$ cat config.mk
export PLATFORM = sky130hd
export DESIGN_NAME = rx_descrambler
export DESIGN_NICKNAME = d
export VERILOG_FILES = /design/src/rtl/rx_descrambler.sv
export SDC_FILE = /design/constraint.sdc
export NUM_CORES = 1
export LEC_CHECK = 0
export CORE_MARGIN = 3
export CORE_UTILIZATION = 40
export DETAILED_ROUTE_END_ITERATION = 10
export PLACE_DENSITY = 0.7
export REMOVE_ABC_BUFFERS = 1
export SETUP_SLACK_MARGIN = 0.5
export SLEW_MARGIN = 20
export SYNTH_ARGS = -nofsm -noshare
export SYNTH_HDL_FRONTEND = slang
export SYNTH_SLANG_ARGS = --single-unit
$ cat constraint.sdc
create_clock -name pclk -period 11.6 [get_ports pclk]
set_input_delay 2.9 -clock pclk [delete_from_list [all_inputs] [get_ports pclk]]
set_output_delay 2.9 -clock pclk [all_outputs]
set_load 0.03 [all_outputs]
$ cat src/rtl/rx_descrambler.sv
// Per-lane Gen1/Gen2 receive descrambler: tracks ordered-set framing so COM/SKP/TS
// symbols bypass descrambling while the LFSR stays in lock-step with the far-end scrambler.
module rx_descrambler #(
    parameter int          MAXPIPEWIDTH = 32,
    parameter logic [15:0] LFSR_INIT    = 16'hFFFF
) (
    input  logic                      pclk,
    input  logic                      reset,
    input  logic                      turnOff,
    input  logic [5:0]                pipewidth,
    input  logic [MAXPIPEWIDTH-1:0]   RxData,
    input  logic [MAXPIPEWIDTH/8-1:0] RxDataK,
    input  logic                      RxDataValid,
    output logic [MAXPIPEWIDTH-1:0]   DataOut,
    output logic [MAXPIPEWIDTH/8-1:0] DataKOut,
    output logic                      DataValidOut
);

    localparam int NSYM = MAXPIPEWIDTH / 8;

    localparam logic [7:0] K_COM = 8'hBC;
    localparam logic [7:0] K_SKP = 8'h1C;
    localparam logic [7:0] K_FTS = 8'h3C;
    localparam logic [7:0] K_IDL = 8'h7C;
    localparam logic [7:0] K_EIE = 8'hFC;

    typedef enum logic [1:0] {
        ST_DATA,
        ST_OS_HDR,
        ST_OS_TS,
        ST_SKP_OS
    } state_t;

    state_t                    r_state;
    logic [15:0]               r_lfsr;
    logic [3:0]                r_os_cnt;
    logic [MAXPIPEWIDTH-1:0]   r_data_out;
    logic [NSYM-1:0]           r_k_out;
    logic                      r_valid_out;

    state_t                    w_state;
    logic [15:0]               w_lfsr;
    logic [3:0]                w_os_cnt;
    logic [MAXPIPEWIDTH-1:0]   w_data;
    logic [7:0]                w_sym;
    logic                      w_k;
    logic [23:0]               w_scr;
    logic                      w_unused;

    // Only the symbol-count bits of pipewidth matter (8/16/32 -> 1/2/4 symbols).
    assign w_unused = ^pipewidth[2:0];

    // Advance the Galois LFSR by one byte, LSB first; returns {next_lfsr, descrambled_byte}.
    function automatic logic [23:0] lfsr_byte(input logic [15:0] lfsr_in, input logic [7:0] din);
        logic [15:0] l;
        logic [7:0]  d;
        l = lfsr_in;
        for (int b = 0; b < 8; b++) begin
            d[b] = din[b] ^ l[15];
            l    = {l[14:0], 1'b0} ^ (l[15] ? 16'h0039 : 16'h0000);
        end
        return {l, d};
    endfunction

    // Symbols chain combinationally: each one sees the LFSR/state left by the previous one.
    always_comb begin
        // NOTE: every variable gets a default before the loop so no path infers a latch.
        w_state  = r_state;
        w_lfsr   = r_lfsr;
        w_os_cnt = r_os_cnt;
        w_data   = '0;
        w_sym    = '0;
        w_k      = 1'b0;
        w_scr    = '0;
        for (int i = 0; i < NSYM; i++) begin
            if (3'(i) < pipewidth[5:3]) begin
                w_sym               = RxData[8*i +: 8];
                w_k                 = RxDataK[i];
                w_scr               = lfsr_byte(w_lfsr, w_sym);
                w_data[8*i +: 8]    = w_sym;
                if (w_k && w_sym == K_COM) begin
                    w_lfsr  = LFSR_INIT;
                    w_state = ST_OS_HDR;
                end else if (w_k && w_sym == K_SKP &&
                             (w_state == ST_OS_HDR || w_state == ST_SKP_OS)) begin
                    w_state = ST_SKP_OS;
                end else begin
                    w_lfsr = w_scr[23:8];
                    case (w_state)
                        ST_OS_HDR: begin
                            if (w_k && (w_sym == K_FTS || w_sym == K_IDL || w_sym == K_EIE)) begin
                                w_state = ST_DATA;
                            end else begin
                                // TS1/TS2: 14 more symbols follow the link field.
                                w_os_cnt = 4'd13;
                                w_state  = ST_OS_TS;
                            end
                        end
                        ST_OS_TS: begin
                            if (w_os_cnt == 4'd0) begin
                                w_state = ST_DATA;
                            end else begin
                                w_os_cnt = w_os_cnt - 4'd1;
                            end
                        end
                        default: begin
                            w_state = ST_DATA;
                            if (!w_k && !turnOff) begin
                                w_data[8*i +: 8] = w_scr[7:0];
                            end
                        end
                    endcase
                end
            end
        end
    end

    always_ff @(posedge pclk) begin
        if (reset) begin
            r_state     <= ST_DATA;
            r_lfsr      <= LFSR_INIT;
            r_os_cnt    <= '0;
            r_data_out  <= '0;
            r_k_out     <= '0;
            r_valid_out <= 1'b0;
        end else begin
            r_valid_out <= RxDataValid;
            if (RxDataValid) begin
                r_state    <= w_state;
                r_lfsr     <= w_lfsr;
                r_os_cnt   <= w_os_cnt;
                r_data_out <= w_data;
                r_k_out    <= RxDataK;
            end else begin
                r_data_out <= '0;
                r_k_out    <= '0;
            end
        end
    end

    assign DataOut      = r_data_out;
    assign DataKOut     = r_k_out;
    assign DataValidOut = r_valid_out;

endmodule

=== Word-level counts from Yosys, hierarchy flattened ===
Index checks and enable logic that the tools add are counted.

* Output and inout bits: 37
* Input port bits: 46
* Word-level logic and storage cells: 276
* Bits in registers: 59

* Equal/unequal tests: 32
* Muxes and demuxes: 108
* Order comparisons: 4
* Bitwise gates (word level): 69
* Add/sub/neg operators: 4
* Reductions and logical operators: 50

{| class="wikitable"
|+ Operators with widths
! operator !! count
|-
| XOR 16 x 6 -> 16 bit || 32
|-
| two-way mux 16 bit || 12
|-
| two-way mux 6 bit || 32
|-
| two-way mux 8 bit || 16
|-
| two-way mux 4 bit || 20
|-
| equality test 8 bit, second input constant || 8
|-
| two-way mux 2 bit || 20
|-
| equality test 8 x 5 -> 1 bit, second input constant || 4
|-
| equality test 8 x 6 -> 1 bit, second input constant || 4
|-
| equality test 8 x 7 -> 1 bit, second input constant || 4
|-
| one-hot mux 4 bit (2 select lines) || 4
|-
| XOR 1 bit || 32
|-
| logical AND 1 bit || 20
|-
| equality test 2 bit, second input constant || 8
|-
| zero test 4 bit || 4
|-
| one-hot mux 2 bit (2 select lines) || 4
|-
| subtractor 4 x 1 -> 4 bit, second input constant || 4
|-
| logical OR 1 bit || 12
|-
| OR reduction 3 bit || 4
|-
| OR reduction 2 bit || 5
|-
| equality test 2 x 1 -> 1 bit, second input constant || 4
|-
| < comparator 1 x 3 -> 1 bit, first input constant || 2
|-
| < comparator 2 x 3 -> 1 bit, first input constant || 2
|-
| zero test 1 bit || 5
|-
| NOT 1 bit || 5
|}

=== Logic depth before layout (Yosys ltp) ===
Gate-level depths: netlist of the first run.

* Depth after elaboration: 76
* Depth in mapped cells: 27
* Mapped depth without buffers: 25

=== Least setup slack after synthesis of the first run ===
OpenSTA, ideal clock, no wires.

* Path type: input to register
* Start point: input port RxData[1]
* End point: register r_os_cnt[2]
* Slack: 3.928 ns
* Data required time: 11.523 ns
* Library setup time: 0.077 ns
* Arrival time: 7.596 ns
* Stages on the path: 20
* Path buffers: 2
* Path through: or2_1 > o41ai_1 > a221oi_1 > o22ai_1 > ha_1 > inv_1 > nor4_2 > o21ai_0 > a22oi_1 > inv_1 > ha_1 > buf_1 > nor2b_1 > a31oi_1 > o21ai_0 > ha_1 > or2_2 > clkbuf_2 > or4_4 > a41oi_2

* Longest elaborated chain between the ends: 27
* Elaborated cells on any way between the ends: 70
* Classes of those cells: add/sub (3); eq/ne (14); mux (38); reduce/logical (15)

{| class="wikitable"
|+ Ends and longest elaborated chain
! element !! line !! RTL
|-
| from (decl) || 11 || <nowiki>input logic [MAXPIPEWIDTH-1:0] RxData,</nowiki>
|-
| equality test 8 x 6 -> 1 bit or equality test 8 x 7 -> 1 bit (tied branches) || 91 || <nowiki>if (w_k && (w_sym == K_FTS || w_sym == K_IDL || w_sym == K_EIE)) begin</nowiki>
|-
| logical OR 1 bit (2 in series) || 91 ||
|-
| logical AND 1 bit || 91 ||
|-
| two-way mux 4 bit or two-way mux 2 bit (tied branches) || 91 ||
|-
| one-hot mux 4 bit (2 select lines) or one-hot mux 2 bit (2 select lines) (tied branches) || 89 || <nowiki>case (w_state)</nowiki>
|-
| two-way mux 4 bit or two-way mux 2 bit (tied branches) || 84 || <nowiki>end else if (w_k && w_sym == K_SKP &&</nowiki>
|-
| two-way mux 4 bit or two-way mux 2 bit (tied branches) || 81 || <nowiki>if (w_k && w_sym == K_COM) begin</nowiki>
|-
| two-way mux 4 bit or two-way mux 2 bit (tied branches) || 76 || <nowiki>if (3'(i) < pipewidth[5:3]) begin</nowiki>
|-
| (+10 left out) || - ||
|-
| two-way mux 4 bit or two-way mux 2 bit (tied branches) || 81 ||
|-
| two-way mux 4 bit or two-way mux 2 bit (tied branches) || 76 ||
|-
| subtractor 4 x 1 -> 4 bit (tied with other cells) || 103 || <nowiki>w_os_cnt = w_os_cnt - 4'd1;</nowiki>
|-
| two-way mux 4 bit or logical OR 1 bit (tied branches) || 100, 85 ||
|-
| one-hot mux 4 bit (2 select lines) or logical AND 1 bit (tied branches) || 89, 84 ||
|-
| two-way mux 4 bit || 84 ||
|-
| two-way mux 4 bit || 81 ||
|-
| two-way mux 4 bit * || 76 ||
|-
| to (signal assigned) || 131 || <nowiki>r_os_cnt <= w_os_cnt;</nowiki>
|-
| to (decl) || 36 || <nowiki>logic [3:0] r_os_cnt;</nowiki>
|}

Mark *: on every way between the ends. The rest lies on a longest branch, timed or not.
A chain may end at the register's enable or synchronous reset.

=== Worst setup path after layout of the first run ===
* Start point: input port RxData[6]
* End point: register r_os_cnt[2]

The elaborated chain is that of the path after synthesis.

==> results.toml, run 1 <==
[status]
outcome = "finished clean"

[synthesis]
synth_area_um2 = 5420
ys_seq_area_share_pct = 21.8
async_reset_ff_share_pct = 0
synthXorXnorAreaFrac_pct = 16.9
yosys_warnings = 0
synth_compound_area_share_pct = 30.6
synthFlopType = "dfxtp_1"
yosys.area_share.adder_pct = 3.00
synth_cell_type_count = 91
synth_top_family_by_area = "compound AO/OA/AOI/OAI gates"
syn_avg_cell_area_um2 = 7.83
synth_most_common_cell = "nand2_1"
synthSimpleGateAreaFrac_pct = 22.6
synthDominantCellAreaShare_pct = 21.8
synthTopCellsByCount = "nand2_1, dfxtp_1, nor2_1"
synth_edf_count = 0
syn_inst = 692
yosys.area.top_type = "dfxtp_1"
muxShareOfSynthArea_pct = 0.554
synthTopCellsByArea = "dfxtp_1, xnor2_1, xor2_1"
synth_seq_cells = 59

[clocking]
clockBufferDepth = 2
htreeDepth = 3
post_cts_buffers = 0
clk_pin_slew_ns = 0.05
root_buffer = "clkbuf_16"
cts_sinks = 59
cts_hold_buf = 0
cts_tree = "built"
cts_inserted_buffers = 9
worstSkewPairLatency_ns = 0.34
ctsResizeCount = 0

[layout]
finalNetCount = 811
drive_gt1_share_pct = 8.32
syn_to_final_growth_pct = 21.6
layoutNonFillerInstCount = 929
final-seq-area_um2 = 1180
fin_area_um2 = 6590
post-route-util_pct = 50.9
fillCellCount = 1255
multiInputGateArea_um2 = 4000
n_antenna_cell = 0

[global_route]
grt_first_pass_wirelength_um = 27600
track_usage_pct = 23.7
grt-ovfl-total = 0
grt_max_degree = 32
grt_pass1_vias = 5144
antenna_found_initial = 0

[critical_path]
crit_family = "simple AND/OR/NAND/NOR gates"
max_stage_delay_ns = 0.70
crit_slowest_cell = "o21ai_2"
critical_path_class = "in -> reg"
critical_path.startpoint_type = "primary input"
path_cells = "clkdlybuf4s50_1, nor3_1, nand2b_1, o21ai_2, o31ai_1, a21oi_1, ha_1, inv_1, nor4_2, o21ai_0, a22oi_1, inv_1, ha_1, nor2b_1, a31oi_1, o21ai_0, ha_1, or2_2, or4_4, a41oi_2"
arrival_ns = 9.41
end_kind = "flop"
crit_fanout = 11
cp_num_buf_inv = 3
cp_common_cell = "ha_1"
required_ns = 11.86

[sta]
finalHoldViolCount = 0
final-max-slew-violation-count = 0
setup_tns_ns = 0
min_period_ns = 9.14
setup_viol_count_final = 0
max_freq_mhz = 109
fin_crit_sh_pct = 78.8
worstMarginPinSlew_ns = 0.885
rsz0062_at_grt = "false"
slew_headroom_pct = 40.9
skew_ns = 0.00445

[pwr]
p_leak_nw = 2.37
powerDensity_nw_per_um2 = 357
peakVddDrop_mv = 0.211

[die]
fp.dieW_um = 122
ios = 83
initial_utilization_pct = 41.9
coreArea_um2 = 12900
num_rows = 41
die_h_um = 122
dieArea_um2 = 15000

[place]
place_inst = 913
post_dp_cell_area_um2 = 6290
port_buffers = 79
dpl.hpwl_um = 13300
place_congestion = 0.957

[routing]
routed_wl_um = 17300
ant_nets = 0
first_iter_violations = 421
num_vias = 5475
dr.pass1.iters = 5
wl_per_cell_um = 18.7
viasPerCell = 5.89
drc_errors = 0

[min_path]
hp-class = "reg -> reg"

[job]
cap_violations = 0
-- power by group --
part	switching (mW)	total (mW)	internal, mW
clock	0.0975	0.268	0.171
combinational	0.984	1.79	0.804
sequential	0.0596	0.298	0.238
total	1.14	2.35	1.21
-- state kept, by name, indices dropped and copies added, names as in the netlist --
signal and count:
r_os_cnt 4, r_state 2, r_lfsr 16, DataOut 32, DataKOut 4, DataValidOut 1
-- worst register-to-register path, cell delays in order, from the launching register on --
cell	delay (ns)
dfxtp_1	0.44
ha_1	0.30
o21ba_2	0.24
a21boi_4	0.13
o21ai_2	0.59
o31ai_1	0.12
a21oi_1	0.29
ha_1	0.27
inv_1	0.08
nor4_2	0.49
o21ai_0	0.17
a22oi_1	0.38
inv_1	0.09
ha_1	0.44
nor2b_1	0.31
a31oi_1	0.12
o21ai_0	0.42
ha_1	0.39
or2_2	0.39
or4_4	0.50
a41oi_2	0.16
-- layout by cell type, fill, tap and decap left out, types with 4 or more instances in the layout --
cell type and instances:
ha_1 13, inv_1 22, a31o_2 4, a22oi_1 7, xnor2_1 48, a21oi_1 49, xor2_1 39, nand3b_1 4
nor3b_1 6, or3_1 18, dfxtp_1 59, or2_2 5, nand2_1 68, o22ai_1 17, nand4_1 6, and2_1 11
a211oi_1 5, o21ai_0 39, a211o_1 6, clkbuf_16 9, o21ai_1 8, nor2_1 54, a31oi_1 7, o211ai_1 8
nand3_1 12, a21boi_0 4, nand2b_1 10, nor2b_1 7, a21o_1 11, o221ai_1 6, clkdlybuf4s50_1 79, xnor3_1 4
nor3_1 15
-- path summary, 6_finish.rpt --
check | start | to | slack [ns] | depth (start not counted)
setup / recovery | RxData[6] | r_os_cnt[2] | 2.46 | 20
hold / removal | r_lfsr[1] | r_lfsr[1] | 0.53 | 2
setup reg to reg | r_state[0] | r_os_cnt[2] | 5.21 | 20
hold reg to reg | r_lfsr[1] | r_lfsr[1] | 0.53 | 2
-- per-stage QoR --
stage	power, mW	hold slack (ns)	setup WS [ns]
after global routing	2.50	0.583	1.91
after detailed placement	2.05	0.512	2.15
after CTS	2.34	0.521	2.48
final	2.35	0.528	2.46
after floorplan	1.68	0.476	3.94
after global placement	2.03	0.509	2.39
-- layout make-up --
| type | count | area share, % |
|---|---|---|
| Multi-Input combinational cell | 577 | 60.7 |
| Sequential cell | 59 | 17.9 |
| Timing Repair Buffer | 81 | 12.2 |
| Clock buffer | 11 | 3.69 |
| Tap cell | 172 | 3.27 |
| Inverter | 24 | 1.37 |
| Clock inverter | 5 | 0.798 |
-- per-layer routing --
layer | share of wire (%) | wire length (um) | GRT usage [%]
met1 | 44 | 7560 | 31.8
met2 | 45 | 7750 | 37.0
met3 | 9.2 | 1600 | 6.31
met4 | 2.4 | 416 | 7.91
met5 | 0 | 0 | 0
-- kinds of logic (layout without fill, tap and decap cells) --
kind of cell / after synthesis / in the layout
buffers and inverters: 56 / 121
multiplexers: 3 / 3
AO/OA/AOI/OAI: 227 / 227
AND/OR/NAND/NOR: 240 / 240
flip-flops: 59 / 59
adder cells (fa/ha/maj): 13 / 13
XOR/XNOR: 94 / 94
Power figures use the tool's default switching activity.
==> inputs of run 2 (changes only) <==
--- a/config.mk
+++ b/config.mk
@@ -8,7 +8,7 @@
 export CORE_MARGIN = 3
 export CORE_UTILIZATION = 40
 export DETAILED_ROUTE_END_ITERATION = 10
-export PLACE_DENSITY = 0.7
+export PLACE_DENSITY = 0.73
 export REMOVE_ABC_BUFFERS = 1
 export SETUP_SLACK_MARGIN = 0.5
 export SLEW_MARGIN = 20
==> constraint.sdc (replaced) <==
create_clock -name pclk -period 8.4 [get_ports pclk]
set_input_delay 2.1 -clock pclk [delete_from_list [all_inputs] [get_ports pclk]]
set_output_delay 2.1 -clock pclk [all_outputs]
set_load 0.03 [all_outputs]
==> results.toml, run 2 (synthesized netlist as in run 1, its figures left out) <==
[place]
place_inst = 921
place_congestion = 0.915
post_dp_cell_area_um2 = 6350
port_buffers = 79
dpl.hpwl_um = 12400

[sta]
max_freq_mhz = 134
slew_headroom_pct = 37.2
worstMarginPinSlew_ns = 0.941
skew_ns = 0.0116
rsz0062_at_grt = "false"
setup_viol_count_final = 0
final-max-slew-violation-count = 0
setup_tns_ns = 0
fin_crit_sh_pct = 89.1
finalHoldViolCount = 0
min_period_ns = 7.48

[global_route]
grt_pass1_vias = 5121
grt_max_degree = 32
grt_first_pass_wirelength_um = 26200
antenna_found_initial = 0
track_usage_pct = 22.3
grt-ovfl-total = 0

[layout]
fillCellCount = 1283
final-seq-area_um2 = 1180
fin_area_um2 = 6620
largest_reg_flops = 32
mostFrequentLayoutCells = "clkdlybuf4s50_1, nand2_1, dfxtp_1, nor2_1, a21oi_1"
final_common_cell = "clkdlybuf4s50_1"
layoutNonFillerInstCount = 933
n_antenna_cell = 0
multiInputGateArea_um2 = 4010
finalNetCount = 819
drive_gt1_share_pct = 9.07
syn_to_final_growth_pct = 22.2

[pwr]
swShare_pct = 48.5
power.internal_mw = 1.65
power_switching_mw = 1.55
totalPowerFinal_mw = 3.20
power_frac_comb_pct = 76.7
clock_power_share_pct = 10.4
peakVddDrop_mv = 0.329
seq_power_share_pct = 12.9
powerDensity_nw_per_um2 = 484
p_leak_nw = 2.39

[die]
num_rows = 41
coreArea_um2 = 12900
die_h_um = 122
ios = 83
dieArea_um2 = 15000
fp.dieW_um = 122
initial_utilization_pct = 41.9

[critical_path]
critical_path.startpoint_type = "primary input"
r2r.worst_path.cells = 21
crit_slowest_cell = "clkdlybuf4s50_1"
max_stage_delay_ns = 0.51
critical_path_class = "in -> reg"
r2r-start = "r_state[1]"
rrSetupSlack_ns = 2.60
cp_num_buf_inv = 4
end_kind = "flop"
arrival_ns = 7.76
crit_family = "simple AND/OR/NAND/NOR gates"
r2r_end = "r_os_cnt[2]"
crit_fanout = 11
cp_common_cell = "ha_1"
path_cells = "clkdlybuf4s50_1, nand4_2, nand2b_1, o21ai_2, o31ai_1, a21oi_1, ha_1, inv_1, nor4_2, o21ai_0, a22oi_1, inv_1, ha_1, nor2b_1, a31oi_1, o21ai_0, buf_4, ha_1, or2_2, or4_4, a41oi_2"
required_ns = 8.67

[status]
outcome = "finished clean"

[routing]
routed_wl_um = 16500
wl_per_cell_um = 17.7
first_iter_violations = 615
num_vias = 5513
drc_errors = 0
viasPerCell = 5.91
ant_nets = 0
dr.pass1.iters = 7

[clocking]
worstSkewPairLatency_ns = 0.34
clockBufferDepth = 2
cts_tree = "built"
post_cts_buffers = 0
htreeDepth = 3
root_buffer = "clkbuf_16"
cts_sinks = 59
cts_inserted_buffers = 9
clk_pin_slew_ns = 0.05

[min_path]
hold_depth = 2
min_to = "r_lfsr[0]"
min-delay-start = "r_lfsr[0]"
hp-class = "reg -> reg"

[job]
cap_violations = 0
[run 2: cell types whose count changed in the layout (fill, tap and decap cells not counted), sizes merged]
cell / previous run / this run
clkinvlp: 1 / 0
clkinv: 3 / 0
bufinv: 1 / 0
clkbuf: 11 / 12
buf: 2 / 10
[run 2: layer usage]
layer	wire length (um)	part of all wire [%]	GRT usage (%)	up-vias
li1	-	-	-	2658
met1	7380	45	30.5	2564
met2	7220	44	34.2	264
met3	1580	9.6	5.07	27
met4	342	2.1	8.19	0
met5	0	0	0	-
[run 2: per-stage QoR]
step	util [%]	hold WS, ns	worst slack [ns]
2_1_floorplan	-	0.476	1.54
3_3_place_gp	49.1	0.517	0.523
3_5_place_dp	49.1	0.528	0.546
4_1_cts	51.1	0.537	0.875
5_1_grt	51.2	0.558	0.458
6_report	51.2	0.534	0.915
[run 2: layout make-up]
class                           count  area share [%]
Clock buffer                       12            3.87
Sequential cell                    59            17.8
Inverter                           24            1.36
Multi-Input combinational cell    577            60.6
Timing Repair Buffer               89            13.1
Tap cell                          172            3.25
[run 2: worst register-to-register path: stages (launching register included)]
cell and delay [ns]:
dfxtp_1 0.40, inv_1 0.08, ha_1 0.27, o21ba_2 0.28
a21boi_4 0.37, o211ai_1 0.18, a21oi_1 0.34, ha_1 0.27
inv_1 0.08, nor4_2 0.34, o21ai_0 0.14, a22oi_1 0.37
inv_1 0.09, ha_1 0.44, nor2b_1 0.31, a31oi_1 0.12
o21ai_0 0.18, buf_4 0.14, ha_1 0.29, or2_2 0.39
or4_4 0.49, a41oi_2 0.16
[run 2: worst max-delay path by stage]
stage	from	end	slack [ns]	cells past startpoint
after detailed placement	RxDataK[0]	r_os_cnt[2]	0.55	20
after global placement	RxData[3]	r_os_cnt[2]	0.52	20
after global routing	RxDataK[0]	r_os_cnt[0]	0.46	21
after floorplan	RxDataK[0]	r_os_cnt[2]	1.54	19
final	RxData[4]	r_os_cnt[2]	0.92	21
after CTS	RxDataK[0]	r_os_cnt[2]	0.88	20
[run 2: power by group through the flow]
stage | combinational (mW) | clock [mW] | sequential [mW]
detailed placement | 2.40 | 0 | 0.412
CTS | 2.42 | 0.339 | 0.406
global route | 2.68 | 0.349 | 0.415
global placement | 2.37 | 0 | 0.410
floorplan | 1.91 | 0 | 0.407
finish | 2.46 | 0.334 | 0.413
[run 2: repair_timing]
action	CTS	global route
hold buffers	0	0
setup endpoints to repair	0	13
resized for setup	0	4
